$ cat src/rtl/uart_tx_arbiter.sv
// Round-robin arbiter sharing one UART transmitter among NUM_REQ byte producers.
// Optional macro TX_ARB_TIMEOUT_EN adds a start-handshake timeout with a sticky err flag.
module uart_tx_arbiter #(
    parameter int NUM_REQ = 4,
    parameter int DATA_W  = 8,
    parameter int TIMEOUT = 16
) (
    input  logic                        clk,
    input  logic                        rst,
    input  logic [NUM_REQ-1:0]          req,
    input  logic [NUM_REQ*DATA_W-1:0]   req_data,
    output logic [NUM_REQ-1:0]          ack,
    input  logic                        tx_ready,
    output logic                        tx_start,
    output logic [DATA_W-1:0]           tx_data,
    output logic [$clog2(NUM_REQ)-1:0]  grant_id,
    output logic                        busy,
    output logic                        err
);
    localparam int ID_W = $clog2(NUM_REQ);

    if (NUM_REQ < 2 || NUM_REQ > 8 || TIMEOUT < 1) begin : g_bad_cfg
        $error("uart_tx_arbiter: NUM_REQ must be 2..8 and TIMEOUT >= 1");
    end

    typedef enum logic [1:0] {IDLE, LOAD, START, SEND} state_t;

    state_t                          state;
    logic [ID_W-1:0]                 last;
    logic [ID_W-1:0]                 win;
    logic [ID_W-1:0]                 idx;
    logic                            found;
    logic [NUM_REQ-1:0][DATA_W-1:0]  req_bytes;

    assign req_bytes = req_data;

    // Scan starts just past the last winner and wraps, so the last winner
    // is checked last and a lone requester still gets picked.
    always_comb begin
        found = 1'b0;
        win   = '0;
        idx   = '0;
        for (int k = 1; k <= NUM_REQ; k++) begin
            idx = ID_W'((int'(last) + k) % NUM_REQ);
            if (!found && req[idx]) begin
                found = 1'b1;
                win   = idx;
            end
        end
    end

`ifdef TX_ARB_TIMEOUT_EN
    localparam int CNT_W = $clog2(TIMEOUT + 1);
    logic [CNT_W-1:0] cnt;
`else
    assign err = 1'b0;
`endif

    always_ff @(posedge clk or negedge rst) begin
        if (!rst) begin
            state    <= IDLE;
            ack      <= '0;
            tx_start <= 1'b0;
            tx_data  <= '0;
            grant_id <= '0;
            busy     <= 1'b0;
            last     <= ID_W'(NUM_REQ - 1);
`ifdef TX_ARB_TIMEOUT_EN
            cnt      <= '0;
            err      <= 1'b0;
`endif
        end else begin
            ack <= '0;
            case (state)
                IDLE: begin
                    if (found && tx_ready) begin
                        grant_id <= win;
                        tx_data  <= req_bytes[win];
                        last     <= win;
                        ack      <= NUM_REQ'(1) << win;
                        busy     <= 1'b1;
                        state    <= LOAD;
                    end
                end
                LOAD: begin
                    tx_start <= 1'b1;
`ifdef TX_ARB_TIMEOUT_EN
                    cnt      <= '0;
`endif
                    state    <= START;
                end
                START: begin
                    if (!tx_ready) begin
                        tx_start <= 1'b0;
                        state    <= SEND;
                    end
`ifdef TX_ARB_TIMEOUT_EN
                    // Transmitter never took the byte: drop it (already acked).
                    else if (cnt == CNT_W'(TIMEOUT - 1)) begin
                        tx_start <= 1'b0;
                        busy     <= 1'b0;
                        err      <= 1'b1;
                        state    <= IDLE;
                    end else begin
                        cnt <= cnt + 1'b1;
                    end
`endif
                end
                SEND: begin
                    if (tx_ready) begin
                        busy  <= 1'b0;
                        state <= IDLE;
                    end
                end
                default: state <= IDLE;
            endcase
        end
    end
endmodule
$ cat config.mk
export PLATFORM = sky130hd
export DESIGN_NAME = uart_tx_arbiter
export DESIGN_NICKNAME = d
export VERILOG_FILES = /design/src/rtl/uart_tx_arbiter.sv
export SDC_FILE = /design/constraint.sdc
export NUM_CORES = 1
export LEC_CHECK = 0
export CAP_MARGIN = 20
export CELL_PAD_IN_SITES_DETAIL_PLACEMENT = 0
export CELL_PAD_IN_SITES_GLOBAL_PLACEMENT = 1
export CORE_UTILIZATION = 40
export CTS_BUF_LIST = sky130_fd_sc_hd__clkbuf_4 sky130_fd_sc_hd__clkbuf_8
export DETAILED_ROUTE_END_ITERATION = 6
export DONT_BUFFER_PORTS = 1
export PLACE_DENSITY_LB_ADDON = 0.1
export SYNTH_ARGS = -nofsm -noshare
export SYNTH_HDL_FRONTEND = slang
export SYNTH_SLANG_ARGS = --single-unit
$ cat constraint.sdc
create_clock -name clk -period 2.5 [get_ports clk]
set_input_delay 0.5 -clock clk [delete_from_list [all_inputs] [get_ports clk]]
set_output_delay 0.5 -clock clk [all_outputs]
set_load 0.03 [all_outputs]
# == Yosys cells after proc, flatten, opt, wreduce, memory -nomap -nowiden ==
# Cells that the tools add are included.
# totals
reg_bits,20
inputBits,39
# classes
add_sub_neg,4
n_lt_le_gt_ge,5
n_eq_ne,6
n_shift,1
mux,29
n_reduce_logical,14
# op_table
cell,n
$bmux 8 s2,1
$lt 2x3->1 const B,5
$mux 2,7
$mux 1,11
$bmux 1 s2,4
$mux 4,2
$mux 8,1
$pmux 2 s4,1
$ne 2x2->1 const B,3
$reduce_and 3->1,2
$add 2x1->2 const B,2
$add 2x2->2 const B,2
$eq 2x2->1 const B,2
$logic_and 1x1->1,4
$pmux 1 s2,2
$reduce_and 2->1,2
$reduce_bool 2->1,2
$shl 1x2->4 const A,1
$logic_not 1->1,3
$eq 2x1->1 const B,1
$logic_not 2->1,1

# == Logic depth before layout (Yosys ltp) ==
# Gate-level depths: netlist of run 1.
# logic_depth
depth_word,16
depth_mapped,8
depth_no_buf,6

# == Worst setup path after synthesis of run 1 ==
# Ideal clock, no wire load.
# synth_timing
kind,input-to-reg
start,input port req[1]
end,register tx_data[0]
setup_time_ns,0.094
arrival_ns,1.684
required_ns,2.406
slack_ns,0.722
cell_stages,6
path_buffers,1
cell_sequence,or4_4 -> and3_4 -> buf_6 -> nand2_8 -> a211oi_2 -> a211oi_1
# synth_via
elab_chain_len,14
# synth_rtl
element,line_no,text
start: declaration,10,"input logic [NUM_REQ-1:0] req,"
$bmux 1 s2,45,if (!found && req[idx]) begin
$mux 1 (not written as such),45,
$mux 1,45,
$logic_not 1->1,45,
$logic_and 1x1->1,45,
$mux 1,45,
$logic_not 1->1,45,
$logic_and 1x1->1,45,
$mux 1,45,
$logic_not 1->1,45,
$logic_and 1x1->1,45,
$mux 2 / $mux 1 (equally long branches),45,
$bmux 8 s2 / $logic_and 1x1->1 (equally long branches),"78, 76",
$mux 8 (not written as such) / $reduce_and 2->1 (equally long branches),n/a,
end signal: assignment,78,tx_data <= req_bytes[win];
end: declaration,15,"output logic [DATA_W-1:0] tx_data,"
# Several ways; a longest one is shown, not always the timed one. The select of a mux whose other input is x is not followed.
# A chain may end at the register's enable or synchronous reset.

# == Worst setup path in the final report of run 1 ==
# layout_timing
start,register last[0]
end,register tx_data[5]
# layout_via
elab_chain_len,15
# layout_rtl
element,line_no,text
start: declaration,29,logic [ID_W-1:0] last;
start signal: assignment,67,last <= ID_W'(NUM_REQ - 1);
start signal: assignment,79,last <= win;
$add 2x1->2,44,idx = ID_W'((int'(last) + k) % NUM_REQ);
$bmux 1 s2,45,
$mux 1 (not written as such),45,
$mux 1,45,
$logic_not 1->1,45,
$logic_and 1x1->1,45,
$mux 1,45,
$logic_not 1->1,45,
$logic_and 1x1->1,45,
$mux 1,45,
$logic_not 1->1,45,
$logic_and 1x1->1,45,
$mux 2 / $mux 1 (equally long branches),45,
$bmux 8 s2 / $logic_and 1x1->1 (equally long branches),"78, 76",
$mux 8 (not written as such) / $reduce_and 2->1 (equally long branches),n/a,
# Several ways; a longest one is shown, not always the timed one. The select of a mux whose other input is x is not followed.

==> impl_metrics.env, run 1 <==
export IMPL_startpoint_type="flip-flop"
export IMPL_hp_class="in -> async"
export IMPL_gp_congestion=0.6875
export IMPL_instances_no_fill=175
export IMPL_cp_arrival_ns=2.15
export IMPL_max_slew_worst_pin_slew_ns=0.8696
export IMPL_hold_viol=0
export IMPL_p_leak_nw=0.6033
export IMPL_dr_pass1_iters=4
export IMPL_grt_pass1_vias=925
export IMPL_dieWidth_um=59.20
export IMPL_rows=20
export IMPL_syn_inst=129
export IMPL_grt_max_degree=19
export IMPL_period_minus_slack_ns=1.937
export IMPL_fin_skew_ns=0.01407
export IMPL_yosysTopAreaCell="dfrtp_1"
export IMPL_drc_errors=0
export IMPL_cp_max_fo=13
export IMPL_ys_ff_latch=20
export IMPL_start_util=0.4252
export IMPL_grt_pass1_wl_mm=4.353
export IMPL_ctsResizeCount=0
export IMPL_ys_types=35
export IMPL_core_um2=3078
export IMPL_die_h_um=59.20
export IMPL_cts_buffer_depth=2
export IMPL_vias_per_cell=5.503
export IMPL_grtUsageTotal=0.1687
export IMPL_tns_ns=0
export IMPL_yosys_warnings=0
export IMPL_synth_edf_count=0
export IMPL_htree_levels=1
export IMPL_fill_cells=318
export IMPL_cp_end_kind="flip-flop"
export IMPL_final_nets=176
export IMPL_critical_path_class="reg -> reg"
export IMPL_synth_seq_area_share=0.3843
export IMPL_cap_violations=0
export IMPL_portBuffers=0
export IMPL_layout_drive_gt1_share=0.2061
export IMPL_grt_remaining_overflow=0
export IMPL_cp_required_ns=2.71
export IMPL_ios=56
export IMPL_floorplan_die_area_um2=3505
export IMPL_synthFlopType="dfrtp_1"
export IMPL_cts_tree="done"
export IMPL_synthArstFlopShare=1.000
export IMPL_synth_most_common_cell="dfrtp_1"
export IMPL_netlist_area_um2=1309
export IMPL_final_period_utilization=0.7747
export IMPL_final_max_slew_viol_count=0
export IMPL_worstSkewPairLatency_ns=0.31
export IMPL_setup_viol=0
export IMPL_grt_antenna_before_repair=0
export IMPL_avgSynthCellArea_um2=10.15
export IMPL_vdd_ir_drop_max_mv=0.4525
export IMPL_fmax_mhz=516.4
export IMPL_synth_common_cells="dfrtp_1, nor2_1, inv_1"
export IMPL_finalWirelength_mm=2.807
export IMPL_routedWlPerCell_um=16.04
export IMPL_syn_nets=173
export IMPL_dp_cells=170
export IMPL_hpwl_mm=2.028
export IMPL_p_per_area_nw_per_um2=1244
export IMPL_synth_area_leaders="dfrtp_1, a211oi_2, mux2i_1, ha_1, a211oi_1"
export IMPL_clkTransAtPathRegs_ns=0.11
export IMPL_post_cts_buffers=0
export IMPL_cts_made_buffers=3
export IMPL_drt_iter0_drc=34
export IMPL_n_antenna_cell=0
export IMPL_clock_sinks=20
export IMPL_area_delta_synth_final_pct=4.684
export IMPL_antenna_left=0
export IMPL_cts_root_buf="clkbuf_4"
export IMPL_status="completed"
export IMPL_slew_headroom=0.4183
export IMPL_rsz0062_at_grt="false"
export IMPL_num_vias=963
export IMPL_netlist_area_leader_share=0.3442
[placed cells by master, fill, tap and decap left out]
master and n:
and3_1 1, or4_4 1, nand2b_1 2, inv_1 12
dfstp_2 2, or2_2 1, o22ai_1 2, nor3_1 2
a31oi_1 9, a211oi_2 8, mux2_2 1, nor2b_1 1
a22o_1 1, dlygate4sd3_1 1, and3_4 1, nand2_1 5
buf_4 4, nand2_8 1, a21o_1 3, o21ai_0 3
conb_1 1, nor2_1 16, a221oi_1 1, o221ai_2 1
inv_2 1, ha_1 5, dfrtp_1 18, o21ai_1 2
nand3_1 1, and2b_4 1, clkbuf_4 3, mux2i_1 8
a211oi_1 8, a21oi_1 2, o21ai_4 1, bufinv_16 1
[layout make-up]
class                      instances  area (um2)  area share
sequential                        20       503.0      0.3671
tap                               44       55.05     0.04018
multi-input combinational         89       670.6      0.4895
inverter                          13       48.80     0.03562
clock inverter                     1       30.03     0.02192
clock buffer                       3       22.52     0.01644
timing repair buffer               5       40.04     0.02922
[state kept, by name, summed over array words and instances (netlist names)]
register	cells
last	2
tx_start	1
busy	1
grant_id	2
tx_data	8
state	2
ack	4
[per-stage QoR]
stage / power [W] / worst slack, ns / hold slack, ns / area (um2) / utilization
floorplan: 0.001382 / 0.7223 / 0.2044 / 1309 / -
finish: 0.001705 / 0.5633 / 0.02570 / 1370 / 0.4451
global route: 0.001839 / 0.4049 / 0.00006917 / 1370 / 0.4451
CTS: 0.001725 / 0.5521 / 0.01340 / 1370 / 0.4451
global placement: 0.001429 / 0.5885 / 0.2048 / 1308 / 0.4248
detailed placement: 0.001446 / 0.5782 / 0.2049 / 1308 / 0.4248
[worst max-delay path: stages (launching register included)]
cell and delay [ns]:
dfstp_2 0.55, and2b_4 0.20, o21ai_4 0.28, and3_1 0.23
buf_4 0.23, mux2i_1 0.12, a211oi_1 0.24
[per-layer routing]
layer,share of wire,wire length (um),vias up,track usage
li1,-,-,466,-
met1,0.46,1300,448,0.2367
met2,0.46,1296,41,0.2600
met3,0.063,177,8,0.03493
met4,0.011,32,0,0.05102
met5,0,0,-,0
[path summary, 6_finish.rpt]
path	start	end	slack, ns	cells past startpoint
worst min-delay path	rst	last[1]	0.03	0
min in group clk	tx_ready	tx_start	0.30	2
max in group asynchronous	rst	tx_data[0]	1.22	1
worst min register to register	last[0]	last[0]	0.52	2
worst max-delay path	last[0]	tx_data[5]	0.56	6
worst max register to register	last[0]	tx_data[5]	0.56	6
[power by group]
part           total [W]  leakage, nW  internal, W  switching (W)
sequential      0.000784        0.233     0.000470       0.000313
combinational   0.000651        0.342     0.000277       0.000374
clock           0.000270       0.0279     0.000162       0.000108
total            0.00170        0.603     0.000910       0.000795
[cell families (layout without fill, tap and decap cells)]
group / Yosys count / in the layout / synth area share
compound gates: 41 / 41 / 0.2562
fa+ha+maj: 5 / 5 / 0.04780
mux: 9 / 9 / 0.06979
flops: 20 / 20 / 0.3843
simple gates: 33 / 33 / 0.1358
buf+inv: 20 / 22 / 0.1032
other cells: 1 / 1 / 0.002865
[repair_timing]
action / CTS / global route
setup endpoints to repair: 0 / 0
endpoints found under the hold margin: 18 / 0
hold buffers: 1 / 0
Power figures use the tool's default switching activity.
==> run 2: changes to the inputs <==
==> constraint.sdc (replaced) <==
create_clock -name clk -period 1.6 [get_ports clk]
set_input_delay 0.32 -clock clk [delete_from_list [all_inputs] [get_ports clk]]
set_output_delay 0.32 -clock clk [all_outputs]
set_load 0.03 [all_outputs]
==> run 2 against run 1 <==
Effect of this change:
- the flow now finishes with violations (negative setup slack)
- register-to-register slack worse by 0.65 ns
- critical path type unchanged
- worst hold slack better by 0.099 ns
- sequential power is 56% higher
- largest cell class unchanged
- clock skew down 0.012 ns
==> impl_metrics.env, run 2 (synthesis results as in run 1) <==
export IMPL_clock_sinks=20
export IMPL_grt_remaining_overflow=0
export IMPL_utilization=0.5146
export IMPL_cap_violations=0
export IMPL_gp_congestion=0.7546
export IMPL_cp_required_ns=1.79
export IMPL_floorplan_die_area_um2=3505
export IMPL_p_leak_nw=0.7061
export IMPL_preCtsSetupSlack_ns=-0.1515
export IMPL_r2r_start="last[0]"
export IMPL_grt_pass1_wl_mm=4.816
export IMPL_power_frac_comb=0.478
export IMPL_vdd_ir_drop_max_mv=0.7213
export IMPL_portBuffers=0
export IMPL_startpoint_type="flip-flop"
export IMPL_antenna_left=0
export IMPL_grt_pass1_vias=1035
export IMPL_cp_arrival_ns=1.88
export IMPL_finalWirelength_mm=3.019
export IMPL_layout_drive_gt1_share=0.3557
export IMPL_status="finished, violations left"
export IMPL_rsz0062_at_grt="true"
export IMPL_cts_made_buffers=3
export IMPL_drt_iter0_drc=26
export IMPL_htree_levels=1
export IMPL_final_cell_mix="dfrtp_1, buf_4, nor2_1, inv_1, a211oi_2"
export IMPL_r2r_setup_slack_ns=-0.09
export IMPL_switchingPower_w=0.001369
export IMPL_start_util=0.4252
export IMPL_cp_end_kind="flip-flop"
export IMPL_slowest_delay_ns=0.55
export IMPL_tns_ns=-0.5364
export IMPL_dr_pass1_iters=4
export IMPL_area_delta_synth_final_pct=21.03
export IMPL_p_clk_frac=0.136
export IMPL_p_per_area_nw_per_um2=1986
export IMPL_endpoint="tx_data[7]"
export IMPL_ios=56
export IMPL_reg_top3="tx_data x8, ack x4"
export IMPL_fin_skew_ns=0.002024
export IMPL_period_minus_slack_ns=1.690
export IMPL_layout_commonest_cell="dfrtp_1"
export IMPL_fmax_mhz=591.7
export IMPL_cts_root_buf="clkbuf_4"
export IMPL_grtUsageTotal=0.1849
export IMPL_critical_path_class="reg -> reg"
export IMPL_dp_cells=183
export IMPL_grt_antenna_before_repair=0
export IMPL_cts_buffer_depth=2
export IMPL_worstRegToRegCells=6
export IMPL_largest_reg_flops=8
export IMPL_hold_viol=0
export IMPL_worstSkewPairLatency_ns=0.31
export IMPL_final_period_utilization=1.056
export IMPL_largest_register="tx_data"
export IMPL_die_h_um=59.20
export IMPL_grt_max_degree=21
export IMPL_cp_slowest_cell="dfstp_2"
export IMPL_rows=20
export IMPL_num_vias=1039
export IMPL_holdPathStages=2
export IMPL_final_setup_worst_slack_ns=-0.09003
export IMPL_seqPwrFrac=0.386
export IMPL_clkTransAtPathRegs_ns=0.13
export IMPL_drc_errors=0
export IMPL_final_max_slew_viol_count=0
export IMPL_cp_max_fo=5
export IMPL_violations="negative setup slack"
export IMPL_cts_tree="done"
export IMPL_r2r_end="tx_data[7]"
export IMPL_hp_class="in -> reg"
export IMPL_dieWidth_um=59.20
export IMPL_setup_viol=9
export IMPL_max_slew_worst_pin_slew_ns=0.9612
export IMPL_finalPower_w=0.003146
export IMPL_routedWlPerCell_um=15.64
export IMPL_final_nets=194
export IMPL_slew_headroom=0.3571
export IMPL_vias_per_cell=5.383
export IMPL_core_um2=3078
export IMPL_n_antenna_cell=0
export IMPL_crit_path_cell_trace="and2b_4 -> o21ai_4 -> and3_4 -> buf_8 -> mux2i_2 -> a211oi_2"
export IMPL_instances_no_fill=193
export IMPL_crit_start="last[0]"
export IMPL_p_int_w=0.001777
export IMPL_swShare=0.4352
export IMPL_hpwl_mm=2.192
run 2: cell count changes in the layout (fill, tap and decap cells not counted), sizes merged:
cell and change:
buf +18
run 2: metal layers:
layer | vias to the layer above | track usage | share of wire
met4 | 0 | 0.07143 | 0.0076
met3 | 2 | 0.03930 | 0.065
met1 | 497 | 0.2255 | 0.43
met2 | 43 | 0.3162 | 0.50
li1 | 497 | - | -
met5 | - | 0 | 0
run 2: repair_timing:
item / in CTS / in global routing
setup endpoints to repair: 8 / 12
pin swaps: 9 / 7
buffers inserted: 4 / 2
gates resized for setup: 10 / 6
hold buffers: 1 / 0
gates cloned: 1 / 0
endpoints found under the hold margin: 20 / 0
run 2: final cells by class:
class,instances,area [um2]
sequential,20,503.0
tap,44,55.05
inverter,13,48.80
timing repair buffer,23,217.7
clock buffer,3,22.52
clock inverter,1,30.03
multi-input combinational,89,706.9
fill,297,1494
run 2: power by group through the flow:
stage,logic [W],clock network [W],registers [W]
global placement,0.00119,0,0.00122
floorplan,0.000966,0,0.00119
global route,0.00168,0.000454,0.00125
detailed placement,0.00124,0,0.00123
CTS,0.00146,0.000440,0.00122
finish,0.00150,0.000427,0.00122
run 2: critical path, delay by kind of cell (launching register included):
kind            cells  cell delay [ns]
buf+inv             1             0.13
compound gates      2             0.21
flops               1             0.55
simple gates        2             0.45
mux                 1             0.23
run 2: through the flow:
step	instance area [um2]	hold WS, ns
2_1_floorplan	1309	0.02441
4_1_cts	1556	0.1178
3_5_place_dp	1405	0.02486
3_3_place_gp	1405	0.02483
6_report	1584	0.1250
5_1_grt	1584	0.1323
run 2: how the worst min path moves through the flow:
stage          slack [ns]          end      from
4_1_cts              0.12     tx_start  tx_ready
6_report             0.13     tx_start  tx_ready
5_1_grt              0.13     tx_start  tx_ready
3_5_place_dp         0.02  grant_id[0]       rst
2_1_floorplan        0.02       ack[0]       rst
3_3_place_gp         0.02  grant_id[0]       rst
